<file path="src/rtl/ex_pkg.sv">
// Shared constants and enums for the ex_pipe execute stage.
// EX_MUL_EN adds the MUL state used by the iterative multiplier.
package ex_pkg;

    localparam logic [6:0] OP_IMM    = 7'b0010011;
    localparam logic [6:0] OP        = 7'b0110011;
    localparam logic [6:0] OP_IMM_32 = 7'b0011011;
    localparam logic [6:0] OP_32     = 7'b0111011;

    localparam logic [2:0] F3_ADD  = 3'b000;
    localparam logic [2:0] F3_SLL  = 3'b001;
    localparam logic [2:0] F3_SLT  = 3'b010;
    localparam logic [2:0] F3_SLTU = 3'b011;
    localparam logic [2:0] F3_XOR  = 3'b100;
    localparam logic [2:0] F3_SRL  = 3'b101;
    localparam logic [2:0] F3_OR   = 3'b110;
    localparam logic [2:0] F3_AND  = 3'b111;

    localparam logic [6:0] F7_BASE   = 7'b0000000;
    localparam logic [6:0] F7_ALT    = 7'b0100000;
    localparam logic [6:0] F7_MULDIV = 7'b0000001;

    typedef enum logic [3:0] {
        ALU_ADD, ALU_SUB, ALU_SLT, ALU_SLTU, ALU_XOR, ALU_OR,
        ALU_AND, ALU_SLL, ALU_SRL, ALU_SRA, ALU_MUL, ALU_ILL
    } alu_op_e;

    typedef enum logic [1:0] {
        ST_IDLE  = 2'd0,
`ifdef EX_MUL_EN
        ST_MUL   = 2'd2,
`endif
        ST_SHIFT = 2'd1
    } state_e;

    function automatic logic is_shift_op(input alu_op_e op);
        return (op == ALU_SLL) || (op == ALU_SRL) || (op == ALU_SRA);
    endfunction

endpackage

</file>
<file path="src/rtl/ex_shifter.sv">
// Iterative barrel shifter: moves at most SHIFT_STEP bit positions per cycle.
// done_o is combinational on the final step so the caller can capture result_o on that edge.
module ex_shifter
    import ex_pkg::*;
#(
    parameter int unsigned XLEN       = 32,
    parameter int unsigned SHIFT_STEP = 4
)(
    input  logic                     clk,
    input  logic                     rst_n,
    input  logic                     start_i,
    input  logic [XLEN-1:0]          data_i,
    input  logic [$clog2(XLEN)-1:0]  shamt_i,
    input  logic                     left_i,
    input  logic                     arith_i,
    output logic                     busy_o,
    output logic                     done_o,
    output logic [XLEN-1:0]          result_o
);

    localparam int unsigned SHW = $clog2(XLEN);

    logic [XLEN-1:0] data_q, data_d;
    logic [SHW-1:0]  rem_q, rem_d, amt;
    logic            busy_q, busy_d;
    logic            left_q, arith_q;

    always_comb begin
        amt = rem_q;
        if (32'(rem_q) > SHIFT_STEP) amt = SHW'(SHIFT_STEP);
        if (left_q)       data_d = data_q << amt;
        else if (arith_q) data_d = $unsigned($signed(data_q) >>> amt);
        else              data_d = data_q >> amt;
        rem_d  = rem_q - amt;
        busy_d = busy_q && (rem_d != '0);
    end

    assign busy_o   = busy_q;
    assign done_o   = busy_q && (rem_d == '0);
    assign result_o = data_d;

    always_ff @(posedge clk or negedge rst_n) begin
        if (!rst_n) begin
            data_q  <= '0;
            rem_q   <= '0;
            busy_q  <= 1'b0;
            left_q  <= 1'b0;
            arith_q <= 1'b0;
        end else if (start_i) begin
            data_q  <= data_i;
            rem_q   <= shamt_i;
            busy_q  <= (shamt_i != '0);
            left_q  <= left_i;
            arith_q <= arith_i;
        end else if (busy_q) begin
            data_q  <= data_d;
            rem_q   <= rem_d;
            busy_q  <= busy_d;
        end
    end

endmodule

</file>
<file path="src/rtl/ex_pipe.sv">
// Registered RV32I/RV64I integer execute stage with valid/ready on both sides.
// Optional EX_MUL_EN adds a radix-2 shift-add MUL taking XLEN cycles.
//
// state    | meaning
// ST_IDLE  | ready for an instruction; single-cycle ops complete here
// ST_SHIFT | ex_shifter iterating; output register loads on its done
// ST_MUL   | shift-add multiply in progress (EX_MUL_EN only)
module ex_pipe
    import ex_pkg::*;
#(
    parameter int unsigned XLEN       = 32,
    parameter int unsigned SHIFT_STEP = 4
)(
    input  logic            clk,
    input  logic            rst_n,
    input  logic            in_valid_i,
    output logic            in_ready_o,
    input  logic [31:0]     inst_i,
    input  logic [4:0]      reg_waddr_i,
    input  logic [XLEN-1:0] op1_i,
    input  logic [XLEN-1:0] op2_i,
    output logic            out_valid_o,
    input  logic            out_ready_i,
    output logic [XLEN-1:0] reg_wdata_o,
    output logic [4:0]      reg_waddr_o,
    output logic            reg_we_o,
    output logic            illegal_o
);

    localparam int unsigned SHW = $clog2(XLEN);

    function automatic logic [XLEN-1:0] sext32(input logic [31:0] v);
        return XLEN'($signed(v));
    endfunction

    logic [6:0]      opcode, f7;
    logic [2:0]      f3;
    logic            imm_sh_base, imm_sh_alt;
    alu_op_e         op;
    logic            word, ill, accept;
    logic [SHW-1:0]  shamt;
    logic [XLEN-1:0] alu_res, fast_res, sh_data, sh_result, sh_res_w;
    logic            sh_start, sh_busy, sh_done;
    logic            unused_inst;

    state_e          state_q;
    logic            out_valid_q, reg_we_q, illegal_q, word_q;
    logic [XLEN-1:0] reg_wdata_q;
    logic [4:0]      reg_waddr_q;

`ifdef EX_MUL_EN
    logic [XLEN-1:0] mcand_q, mplier_q, acc_q, mul_acc_d;
    logic [SHW:0]    mcnt_q;
    assign mul_acc_d = acc_q + (mplier_q[0] ? mcand_q : '0);
`endif

    assign opcode      = inst_i[6:0];
    assign f3          = inst_i[14:12];
    assign f7          = inst_i[31:25];
    assign unused_inst = ^{inst_i[24:15], inst_i[11:7]};

    // RV64 immediate shifts use inst[25] as shamt[5], so only inst[31:26] qualifies them.
    assign imm_sh_base = (XLEN == 64) ? (inst_i[31:26] == 6'b000000) : (f7 == F7_BASE);
    assign imm_sh_alt  = (XLEN == 64) ? (inst_i[31:26] == 6'b010000) : (f7 == F7_ALT);

    always_comb begin
        op   = ALU_ILL;
        word = 1'b0;
        case (opcode)
            OP_IMM: begin
                case (f3)
                    F3_ADD:  op = ALU_ADD;
                    F3_SLT:  op = ALU_SLT;
                    F3_SLTU: op = ALU_SLTU;
                    F3_XOR:  op = ALU_XOR;
                    F3_OR:   op = ALU_OR;
                    F3_AND:  op = ALU_AND;
                    F3_SLL:  if (imm_sh_base) op = ALU_SLL;
                    F3_SRL:  begin
                        if (imm_sh_base)     op = ALU_SRL;
                        else if (imm_sh_alt) op = ALU_SRA;
                    end
                    default: op = ALU_ILL;
                endcase
            end
            OP: begin
                if (f7 == F7_BASE) begin
                    case (f3)
                        F3_ADD:  op = ALU_ADD;
                        F3_SLL:  op = ALU_SLL;
                        F3_SLT:  op = ALU_SLT;
                        F3_SLTU: op = ALU_SLTU;
                        F3_XOR:  op = ALU_XOR;
                        F3_SRL:  op = ALU_SRL;
                        F3_OR:   op = ALU_OR;
                        F3_AND:  op = ALU_AND;
                        default: op = ALU_ILL;
                    endcase
                end else if (f7 == F7_ALT) begin
                    if (f3 == F3_ADD)      op = ALU_SUB;
                    else if (f3 == F3_SRL) op = ALU_SRA;
                end else if (f7 == F7_MULDIV) begin
`ifdef EX_MUL_EN
                    if (f3 == F3_ADD) op = ALU_MUL;
`endif
                end
            end
            OP_IMM_32: begin
                if (XLEN == 64) begin
                    word = 1'b1;
                    if (f3 == F3_ADD)                         op = ALU_ADD;
                    else if (f3 == F3_SLL && f7 == F7_BASE)   op = ALU_SLL;
                    else if (f3 == F3_SRL && f7 == F7_BASE)   op = ALU_SRL;
                    else if (f3 == F3_SRL && f7 == F7_ALT)    op = ALU_SRA;
                end
            end
            OP_32: begin
                if (XLEN == 64) begin
                    word = 1'b1;
                    if (f7 == F7_BASE) begin
                        if (f3 == F3_ADD)      op = ALU_ADD;
                        else if (f3 == F3_SLL) op = ALU_SLL;
                        else if (f3 == F3_SRL) op = ALU_SRL;
                    end else if (f7 == F7_ALT) begin
                        if (f3 == F3_ADD)      op = ALU_SUB;
                        else if (f3 == F3_SRL) op = ALU_SRA;
                    end
                end
            end
            default: op = ALU_ILL;
        endcase
    end

    assign ill   = (op == ALU_ILL);
    assign shamt = word ? SHW'(op2_i[4:0]) : op2_i[SHW-1:0];

    // Shift ops reaching here have a zero shift amount and pass op1 through.
    always_comb begin
        case (op)
            ALU_ADD:  alu_res = op1_i + op2_i;
            ALU_SUB:  alu_res = op1_i - op2_i;
            ALU_SLT:  alu_res = XLEN'($signed(op1_i) < $signed(op2_i));
            ALU_SLTU: alu_res = XLEN'(op1_i < op2_i);
            ALU_XOR:  alu_res = op1_i ^ op2_i;
            ALU_OR:   alu_res = op1_i | op2_i;
            ALU_AND:  alu_res = op1_i & op2_i;
            ALU_SLL, ALU_SRL, ALU_SRA: alu_res = op1_i;
            default:  alu_res = '0;
        endcase
        fast_res = word ? sext32(alu_res[31:0]) : alu_res;
        sh_data  = op1_i;
        if (word) sh_data = (op == ALU_SRA) ? sext32(op1_i[31:0]) : XLEN'(op1_i[31:0]);
    end

    assign in_ready_o = (state_q == ST_IDLE) && !sh_busy && (!out_valid_q || out_ready_i);
    assign accept     = in_valid_i && in_ready_o;
    assign sh_start   = accept && !ill && is_shift_op(op) && (shamt != '0);
    assign sh_res_w   = word_q ? sext32(sh_result[31:0]) : sh_result;

    ex_shifter #(.XLEN(XLEN), .SHIFT_STEP(SHIFT_STEP)) u_shifter (
        .clk      (clk),
        .rst_n    (rst_n),
        .start_i  (sh_start),
        .data_i   (sh_data),
        .shamt_i  (shamt),
        .left_i   (op == ALU_SLL),
        .arith_i  (op == ALU_SRA),
        .busy_o   (sh_busy),
        .done_o   (sh_done),
        .result_o (sh_result)
    );

    always_ff @(posedge clk or negedge rst_n) begin
        if (!rst_n) begin
            state_q     <= ST_IDLE;
            out_valid_q <= 1'b0;
            reg_we_q    <= 1'b0;
            illegal_q   <= 1'b0;
            word_q      <= 1'b0;
            reg_wdata_q <= '0;
            reg_waddr_q <= '0;
`ifdef EX_MUL_EN
            mcand_q     <= '0;
            mplier_q    <= '0;
            acc_q       <= '0;
            mcnt_q      <= '0;
`endif
        end else begin
            case (state_q)
                ST_IDLE: begin
                    if (accept) begin
                        reg_waddr_q <= reg_waddr_i;
                        word_q      <= word;
                        if (ill) begin
                            out_valid_q <= 1'b1;
                            reg_wdata_q <= '0;
                            reg_we_q    <= 1'b0;
                            illegal_q   <= 1'b1;
                        end else if (sh_start) begin
                            out_valid_q <= 1'b0;
                            reg_we_q    <= 1'b0;
                            illegal_q   <= 1'b0;
                            state_q     <= ST_SHIFT;
`ifdef EX_MUL_EN
                        end else if (op == ALU_MUL) begin
                            out_valid_q <= 1'b0;
                            reg_we_q    <= 1'b0;
                            illegal_q   <= 1'b0;
                            mcand_q     <= op1_i;
                            mplier_q    <= op2_i;
                            acc_q       <= '0;
                            mcnt_q      <= (SHW+1)'(XLEN);
                            state_q     <= ST_MUL;
`endif
                        end else begin
                            out_valid_q <= 1'b1;
                            reg_wdata_q <= fast_res;
                            reg_we_q    <= (reg_waddr_i != 5'd0);
                            illegal_q   <= 1'b0;
                        end
                    end else if (out_ready_i) begin
                        out_valid_q <= 1'b0;
                    end
                end
                ST_SHIFT: begin
                    if (sh_done) begin
                        out_valid_q <= 1'b1;
                        reg_wdata_q <= sh_res_w;
                        reg_we_q    <= (reg_waddr_q != 5'd0);
                        state_q     <= ST_IDLE;
                    end
                end
`ifdef EX_MUL_EN
                ST_MUL: begin
                    acc_q    <= mul_acc_d;
                    mcand_q  <= mcand_q << 1;
                    mplier_q <= mplier_q >> 1;
                    mcnt_q   <= mcnt_q - 1'b1;
                    if (mcnt_q == (SHW+1)'(1)) begin
                        out_valid_q <= 1'b1;
                        reg_wdata_q <= mul_acc_d;
                        reg_we_q    <= (reg_waddr_q != 5'd0);
                        state_q     <= ST_IDLE;
                    end
                end
`endif
                default: state_q <= ST_IDLE;
            endcase
        end
    end

    assign out_valid_o = out_valid_q;
    assign reg_wdata_o = reg_wdata_q;
    assign reg_waddr_o = reg_waddr_q;
    assign reg_we_o    = reg_we_q;
    assign illegal_o   = illegal_q;

endmodule

</file>
<file path="config.mk">
export PLATFORM = sky130hd
export DESIGN_NAME = ex_pipe
export DESIGN_NICKNAME = d
export VERILOG_FILES = /design/src/rtl/ex_pkg.sv /design/src/rtl/ex_shifter.sv /design/src/rtl/ex_pipe.sv
export SDC_FILE = /design/constraint.sdc
export NUM_CORES = 1
export LEC_CHECK = 0
export CAP_MARGIN = 15
export CORE_MARGIN = 4
export CORE_UTILIZATION = 59
export CTS_BUF_LIST = sky130_fd_sc_hd__clkbuf_4
export DETAILED_ROUTE_END_ITERATION = 12
export GPL_TIMING_DRIVEN = 0
export MAX_ROUTING_LAYER = met4
export PLACE_DENSITY = 0.84
export SLEW_MARGIN = 30
export SYNTH_ARGS = -nofsm -noshare
export SYNTH_HDL_FRONTEND = slang
export SYNTH_SLANG_ARGS = --single-unit
</file>
<file path="constraint.sdc">
create_clock -name clk -period 4.4 [get_ports clk]
set_input_delay 0.66 -clock clk [delete_from_list [all_inputs] [get_ports clk]]
set_output_delay 0.66 -clock clk [all_outputs]
set_load 0.005 [all_outputs]
</file>
==> impl_metrics.env <==
export IMPL_worst_setup_path_start_kind="input port"
export IMPL_whs_ns=0.08722
export IMPL_clk_pin_slew_worst_paths_ns=0.14
export IMPL_routed_wl_um=49460
export IMPL_synth_edf_count=0
export IMPL_cp_arrival_ns=4.75
export IMPL_drc=0
export IMPL_finalHoldViolCount=0
export IMPL_met1_usage_pct=55.46
export IMPL_synth_area_leaders="dfrtp_1 (18%), ha_1 (11%), a21oi_1 (5.7%), nand2_1 (5.5%), mux4_2 (5.2%)"
export IMPL_layout_min_cycle_time_ns=4.412
export IMPL_ant_nets=0
export IMPL_fin_crit_sh_pct=100.3
export IMPL_drv_cap=0
export IMPL_synth_distinct_cells=81
export IMPL_synth_nets=1731
export IMPL_outcome="complete, but fails checks"
export IMPL_chipWidth_um=146.6
export IMPL_clock_latency_ns=0.48
export IMPL_dp_hpwl_um=38770
export IMPL_final_layout_size_suffix_gt1_share_pct=6.993
export IMPL_antenna_found_initial=1
export IMPL_ys_ff_latch=81
export IMPL_track_usage_pct=45.52
export IMPL_vias=13790
export IMPL_numClockSinks=81
export IMPL_grt_max_degree=53
export IMPL_die_h_um=146.6
export IMPL_syn_area_per_cell_um2=7.426
export IMPL_final_max_slew_viol_count=0
export IMPL_seq_area_frac_synth_pct=17.87
export IMPL_synthTopCellsByCount="nand2_1 (167), nor2_1 (151), a21oi_1 (129)"
export IMPL_post_place_cells=1918
export IMPL_finalSetupViolCount=1
export IMPL_power_mw=2.964
export IMPL_routedWlPerCell_um=25.57
export IMPL_row_count=50
export IMPL_die_area_mm2=0.02150
export IMPL_nets=1872
export IMPL_portBuffers=129
export IMPL_setup_tns_ns=-0.01212
export IMPL_worst_path_max_fanout=10
export IMPL_grt_util_met2_pct=68.52
export IMPL_coreArea_mm2=0.01883
export IMPL_failed_checks="setup timing"
export IMPL_rr_worst_depth=17
export IMPL_cts_buffers=9
export IMPL_synth_ff_type="dfrtp_1"
export IMPL_start_util_pct=60.22
export IMPL_mappedNetlistArea_mm2=0.01134
export IMPL_worst_slack_ns=-0.01212
export IMPL_crit_required_ns=4.74
export IMPL_hold_class="input port to asynchronous set/reset pin"
export IMPL_syn_to_final_growth_pct=16.75
export IMPL_cts_tree="built"
export IMPL_end_kind="register"
export IMPL_first_pass_iters=6
export IMPL_yosysTopAreaCellShare_pct=17.87
export IMPL_final_core_util_pct=70.31
export IMPL_ctsHtreeMaxLevel=3
export IMPL_grt_overflow=0
export IMPL_drt_initial_drc_count=1848
export IMPL_cts_buffer_depth=2
export IMPL_timing_fmax_mhz=226.6
export IMPL_p_per_area_mw_per_mm2=223.9
export IMPL_grt_pass1_vias=12990
export IMPL_gp_congestion=1.093
export IMPL_instances_no_fill=1934
export IMPL_synthCells=1527
export IMPL_ios=146
export IMPL_slew_headroom_pct=36.32
export IMPL_met3_usage_pct=12.17
export IMPL_tightest_slew_ns=0.9552
export IMPL_cts_root_buf="clkbuf_4"
export IMPL_viasPerCell=7.129
export IMPL_criticalPathCategory="input port to register"
export IMPL_finClkSkew_ns=0.02458
export IMPL_async_reset_ff_share_pct=100.0
export IMPL_busiest_layer="met2"
export IMPL_grt_pass1_wl_um=75270
export IMPL_max_vdd_ir_drop_mv=0.2185
export IMPL_ys_warn_count=0
export IMPL_power_leakage_nw=5.526
export IMPL_post_synth_top_count_cell="nand2_1"
export IMPL_synth_area_leader_cell="dfrtp_1"
==> worst max-delay path, cell delays in order <==
cell             delay [ns]
clkdlybuf4s50_1        0.65
inv_1                  0.15
ha_1                   0.31
buf_2                  0.19
a21oi_1                0.28
o211ai_1               0.33
a211oi_4               0.45
o21ai_1                0.30
and2_1                 0.23
o311ai_1               0.42
a21oi_1                0.13
a2111oi_0              0.48
o211ai_1               0.16
==> report_power, final <==
group	leakage [nW]	internal (mW)	switching, mW
Sequential	1.06	0.829	0.0917
Clock	0.0847	0.242	0.282
Combinational	4.39	0.602	0.917
Total	5.53	1.67	1.29
==> path summary, 6_finish.rpt <==
check | to | slack [ns] | from
setup reg to reg | reg_wdata_o[27] | 0.18 | u_shifter.rem_q[3]
hold / removal | u_shifter.data_q[13] | 0.09 | rst_n
max in group asynchronous | u_shifter.data_q[31] | 3.68 | rst_n
min in group clk | reg_wdata_o[11] | 0.49 | reg_wdata_o[11]
setup / recovery | reg_wdata_o[31] | -0.01 | op2_i[4]
hold reg to reg | reg_wdata_o[11] | 0.49 | reg_wdata_o[11]
==> layer usage <==
layer / up-vias / share of wire (%)
met4: 0 / 7.2
met5: - / 0
met2: 1168 / 43
li1: 5923 / -
met1: 6354 / 35
met3: 343 / 14
==> metrics by stage <==
| step | area, um^2 | setup WS (ns) |
|---|---|---|
| finish | 13240 | -0.01212 |
| global route | 13240 | -0.04168 |
| CTS | 13200 | 0.02990 |
| detailed placement | 13000 | -0.9198 |
| global placement | 12960 | -0.8861 |
| floorplan | 11340 | 0.9234 |
==> sequential cells by signal, indices dropped and copies added (netlist names) <==
register and count:
illegal_o 1, reg_we_o 1, out_valid_o 1, reg_waddr_o 5, state_q 1, u_shifter.rem_q 5, u_shifter.busy_o 1, u_shifter.data_q 32
u_shifter.arith_q 1, reg_wdata_o 32, u_shifter.left_q 1
==> cell families after synthesis <==
kind of cell / share of synthesized area [%]
AO/OA/AOI/OAI: 32.63
AND/OR/NAND/NOR: 20.17
buffers and inverters: 7.536
adder cells (fa/ha/maj): 11.06
flip-flops: 17.87
multiplexers: 9.467
XOR/XNOR: 1.236
other: 0.03307
==> cells in the final DEF, fill, tap and decap left out, types with 31 or more instances in the layout <==
master           count
a211oi_1            31
nor3_1              32
dfrtp_1             81
inv_1              105
a21oi_1            128
clkbuf_1            69
ha_1                97
nor2_1             151
clkdlybuf4s50_1    128
a22oi_1             38
o21ai_0            113
nand3_1             32
nand2_1            167
mux2i_1             42
==> layout make-up <==
type / count / area, um^2
Clock buffer: 11 / 82.58
Multi-Input combinational cell: 1234 / 8536
Clock inverter: 5 / 80.08
Buffer: 103 / 451.7
Timing Repair Buffer: 133 / 1336
Inverter: 106 / 397.9
Antenna cell: 1 / 2.502
Tap cell: 260 / 325.3
Sequential cell: 81 / 2027
Fill cell: 1543 / 5592
==> what timing repair did <==
item,in CTS,in global routing
endpoints found under the setup margin,30,23
hold buffers,0,0
buffers inserted,0,2
resized for setup,8,11
pin swaps,0,1
cloned,0,0
No activity file was read; power rests on OpenSTA's default activity.
